[src/rtl/parity_frame_receiver.sv]
// parity_frame_receiver: deserializes start/data/parity/stop frames, checks parity and stop bit, counts bad frames
module parity_frame_receiver #(
    parameter int DATA_W = 4,
    parameter int CNT_W  = 8
) (
    input  logic              clk,
    input  logic              rst,
    input  logic              bit_en,
    input  logic              rx,
    input  logic              odd_mode,
    input  logic              err_clr,
    output logic [DATA_W-1:0] data_out,
    output logic              data_valid,
    output logic              parity_err,
    output logic              frame_err,
    output logic              busy,
    output logic [CNT_W-1:0]  err_count
);
    localparam int BW = $clog2(DATA_W + 1);
    localparam logic [BW-1:0] LAST = BW'(DATA_W - 1);
    typedef enum logic [1:0] {IDLE, DATA, PARITY, STOP} state_t;
    state_t state, next;
    logic [BW-1:0] bit_cnt;
    logic [DATA_W-1:0] shreg;
    logic odd_l, perr_r, done, bad;
    always_comb begin
        next = !bit_en ? state :
               state == IDLE   ? (rx ? IDLE : DATA) :
               state == DATA   ? (bit_cnt == LAST ? PARITY : DATA) :
               state == PARITY ? STOP : IDLE;
    end
    assign busy = state != IDLE;
    assign done = bit_en && state == STOP;
    assign bad  = perr_r | ~rx;
    always_ff @(posedge clk) begin
        if (rst) state <= IDLE;
        else     state <= next;
    end
    always_ff @(posedge clk) begin
        if (rst) begin
            bit_cnt    <= '0;
            shreg      <= '0;
            odd_l      <= 1'b0;
            perr_r     <= 1'b0;
            data_out   <= '0;
            data_valid <= 1'b0;
            parity_err <= 1'b0;
            frame_err  <= 1'b0;
            err_count  <= '0;
        end else begin
            data_valid <= done;
            if (bit_en && state == IDLE && !rx) begin
                odd_l   <= odd_mode;
                bit_cnt <= '0;
            end
            if (bit_en && state == DATA) begin
                shreg   <= DATA_W'({shreg, rx});
                bit_cnt <= bit_cnt + 1'b1;
            end
            if (bit_en && state == PARITY) perr_r <= ((^shreg) ^ rx) != odd_l;
            if (done) begin
                data_out   <= shreg;
                parity_err <= perr_r;
                frame_err  <= ~rx;
            end
            // clear wins over a coincident increment
            if (err_clr) err_count <= '0;
            else if (done && bad && !(&err_count)) err_count <= err_count + 1'b1;
        end
    end
endmodule

[config.mk]
export PLATFORM = sky130hd
export DESIGN_NAME = parity_frame_receiver
export DESIGN_NICKNAME = d
export VERILOG_FILES = /design/src/rtl/parity_frame_receiver.sv
export SDC_FILE = /design/constraint.sdc
export NUM_CORES = 1
export LEC_CHECK = 0
export ABC_AREA = 1
export CAP_MARGIN = 20
export CORE_MARGIN = 4
export CORE_UTILIZATION = 45
export DETAILED_ROUTE_END_ITERATION = 6
export PLACE_DENSITY = 0.73
export SKIP_LAST_GASP = 1
export SYNTH_ARGS = -nofsm -noshare
export SYNTH_HDL_FRONTEND = slang
export SYNTH_SLANG_ARGS = --single-unit
export TNS_END_PERCENT = 50
[constraint.sdc]
create_clock -name clk -period 3.9 [get_ports clk]
set_input_delay 0.585 -clock clk [delete_from_list [all_inputs] [get_ports clk]]
set_output_delay 0.585 -clock clk [all_outputs]
set_load 0.01 [all_outputs]
==> summary.md <==
| Metric | Value |
|---|---|
| Die Width | `60.4 um` |
| Post-synthesis sequential area ratio | `0.422` |
| Largest cells by area after synthesis | `dfxtp_1 42%, nand2_1 16%, a21oi_1 7.3%` |
| Ys Warns | `0` |
| Final setup fails | `0` |
| CP max stage cell | `clkdlybuf4s50_1` |
| Worst skew pair latency | `0.31 ns` |
| Final Cell Area | `1480 um2` |
| Layout Utilization | `0.583` |
| Total gr overflow | `0` |
| Post-route insts no fill | `228` |
| Synth Area in Simple Gates | `0.281` |
| Comb pwr share | `0.094` |
| Final WL | `2500 um` |
| Post-synth EDFFs | `0` |
| Hold Path Class | `flip-flop to flip-flop` |
| RSZ-0062 raised after global routing | `false` |
| Initial Util | `0.485` |
| Yosys top cell by area | `dfxtp_1` |
| Die area | `3640 um2` |
| CP Cell Sequence | `nor2_1, inv_1, clkdlybuf4s50_1` |
| CP delay by family, top | `buffers and inverters` |
| Clock group share of total power | `0.259` |
| Die Height | `60.4 um` |
| Clock Tree Buf Depth | `2` |
| Sequential power share | `0.647` |
| Sum Neg Setup Slack | `0 ns` |
| Worst EP required | `3.31 ns` |
| Crit end category | `output port` |
| GRT Total Usage | `0.149` |
| Largest net degree at the start of global routing | `14` |
| Outcome | `completed` |
| Crit path buffers/inverters | `2` |
| Worst-path fanout max | `6` |
| N_diodes | `0` |
| Share of cells above drive strength 1 | `0.0505` |
| Post-cts resize count | `0` |
| Power density cells | `between 200 and 300 nW/um2` |
| Post-Synthesis Net Count | `186` |
| Synth top area share | `0.422` |
| Cell total after placement | `225` |
| Clk slew on worst S/H paths | `0.13 ns` |
| Vias in the first global route | `968` |
| Sw Share | `0.240` |
| Synthesized-area fraction occupied by adder cells | `0.0304` |
| Slew of the pin with the lowest slew margin | `~0.36 ns` |
| Maximum Capacitance Violations | `0` |
| Iter 0 DRT Violations | `28` |
| Clk sinks | `26` |
| Wire per inst | `11.0 um` |
| First-pass GRT wire length | `4140 um` |
| # H-tree levels | `1` |
| DRT Pass-1 Iters | `5` |
| Core Area | `2540 um2` |
| TritonCTS clock tree | `yes` |
| Largest family of logic cells by synthesized area | `simple AND/OR/NAND/NOR gates` |
| Peak per-stage delay on the critical path | `0.54 ns` |
| R2R setup slack | `2.42 ns` |
| Slew margin rel. | `0.762` |
| Setup Skew | `about 0.0018 ns` |
| Post-CTS Setup Bufs | `0` |
| Mux share of post-synthesis cell area | `0` |
| Psw | `101 uW` |
| Final HPWL DP | `1980 um` |
| CP Class | `flip-flop to output port` |
| Synth Area in Compound Gates | `0.152` |
| DRC viols | `0` |
| Cell Rows | `18` |
| Post-synthesis xor/xnor area fraction | `0.0213` |
| Critical path launch point type | `flip-flop` |
| Mapped cell area | `1230 um2` |
| Max Slew Vio Count | `0` |
| Final Hold Viols | `0` |
| Final min period | `between 2 and 2.5 ns` |
| Drt via density | `about 5.0` |
| Post-synth ARST share | `0` |
| Vias | `roughly 1,100` |
| Port bufs | `21` |
| Nets@finish | `between 200 and 250` |
| Leak | `0.000642 uW` |
| Hold buffers post-CTS | `0` |
| Final antenna-violating net count | `0` |
| Count leader, synth | `nand2_1` |
| Top FF cell, synth | `dfxtp_1` |
| Syn-to-layout area delta | `20.3%` |
| Most frequent cells after synthesis | `52 x nand2_1, 26 x dfxtp_1, 24 x inv_1` |
| Worst Hold Margin | `about 0.48 ns` |
| Arr. time, crit path | `1.49 ns` |
| I/O Pins | `22` |
| Syn Inst Count | `177` |
| Cell variety after synth | `21` |
| Period utilization | `0.532` |
| FMAX | `482 MHz` |
| Post-place instance area | `1460 um2` |
| Avg Synthesized Cell Area | `6.97 um2` |
| CTS Root Cell | `clkbuf_4` |
| Number of CTS-inserted buffers | `3` |
| Cell-internal power | `322 uW` |
| Routability Congestion | `0.788` |
| Peak VDD IR | `237 uV` |
| Initial antenna violation count | `0` |
| Yosys reg bits | `26` |
[power by group through the flow]
stage | combinational [uW] | clock (uW) | sequential, uW
global placement | 38.6 | 0 | 280
global route | 45.6 | 130 | 275
floorplan | 26.4 | 0 | 279
finish | 39.7 | 110 | 274
detailed placement | 39.8 | 0 | 280
CTS | 40.1 | 118 | 274
[cell families (layout without fill, tap and decap cells)]
family / Yosys count / after routing
simple gates: 81 / 81
compound gates: 36 / 36
buf+inv: 28 / 49
flops: 26 / 26
fa+ha+maj: 3 / 3
xor+xnor: 3 / 3
[worst register-to-register path: stages (launching register included)]
cell and delay (ns):
dfxtp_1 0.40, ha_1 0.21, nand2_1 0.09, nor2_2 0.13
nand2_1 0.08, nand2_2 0.17, inv_1 0.14, nand2_1 0.08
a21oi_1 0.07
[routing by layer]
metal  track usage  share of wire  routed length (um)  vias up
li1              -              -                   -      611
met1         0.177           0.45                1120      512
met2         0.267           0.48                1200       24
met3        0.0489          0.068                 170        2
met4        0.0190         0.0040                  10        0
met5             0              0                   0        -
[metrics by stage]
stage / setup slack (ns) / power (uW)
3_5_place_dp: 1.81 / 320
3_3_place_gp: 1.87 / 318
6_report: 1.82 / 423
5_1_grt: 1.73 / 451
4_1_cts: 1.80 / 432
2_1_floorplan: 2.52 / 306
[state kept, by name, summed over array words and instances (netlist names), named ones only]
name,count
parity_err,1
state,1
perr_r,1
data_out,4
shreg,4
bit_cnt,3
frame_err,1
data_valid,1
err_count,8
odd_l,1
[layout by cell type, fill, tap and decap left out, types with 2 or more instances in the layout]
master and instances:
inv_1 24, nand2_1 52, nor2_2 2, a21oi_1 18
nand3_1 11, ha_1 3, xor2_1 3, nor2_1 10
dfxtp_1 26, clkbuf_4 3, nand4_1 2, clkdlybuf4s50_1 21
o21ai_0 16
[path summary, 6_finish.rpt]
path,cells after the start,endpoint,from
worst max-delay path,3,busy,flip-flop
worst min register to register,2,parity_err,parity_err
worst max register to register,8,err_count[3],err_count[1]
worst min-delay path,2,parity_err,parity_err
[cell type report]
| cell class | instances | area, um2 |
|---|---|---|
| sequential | 26 | 520 |
| inverter | 25 | 95.1 |
| multi-input combinational | 123 | 598 |
| fill | 251 | 1060 |
| clock buffer | 3 | 22.5 |
| tap | 30 | 37.5 |
| timing repair buffer | 21 | 210 |
(Power assumes the default switching activity.)
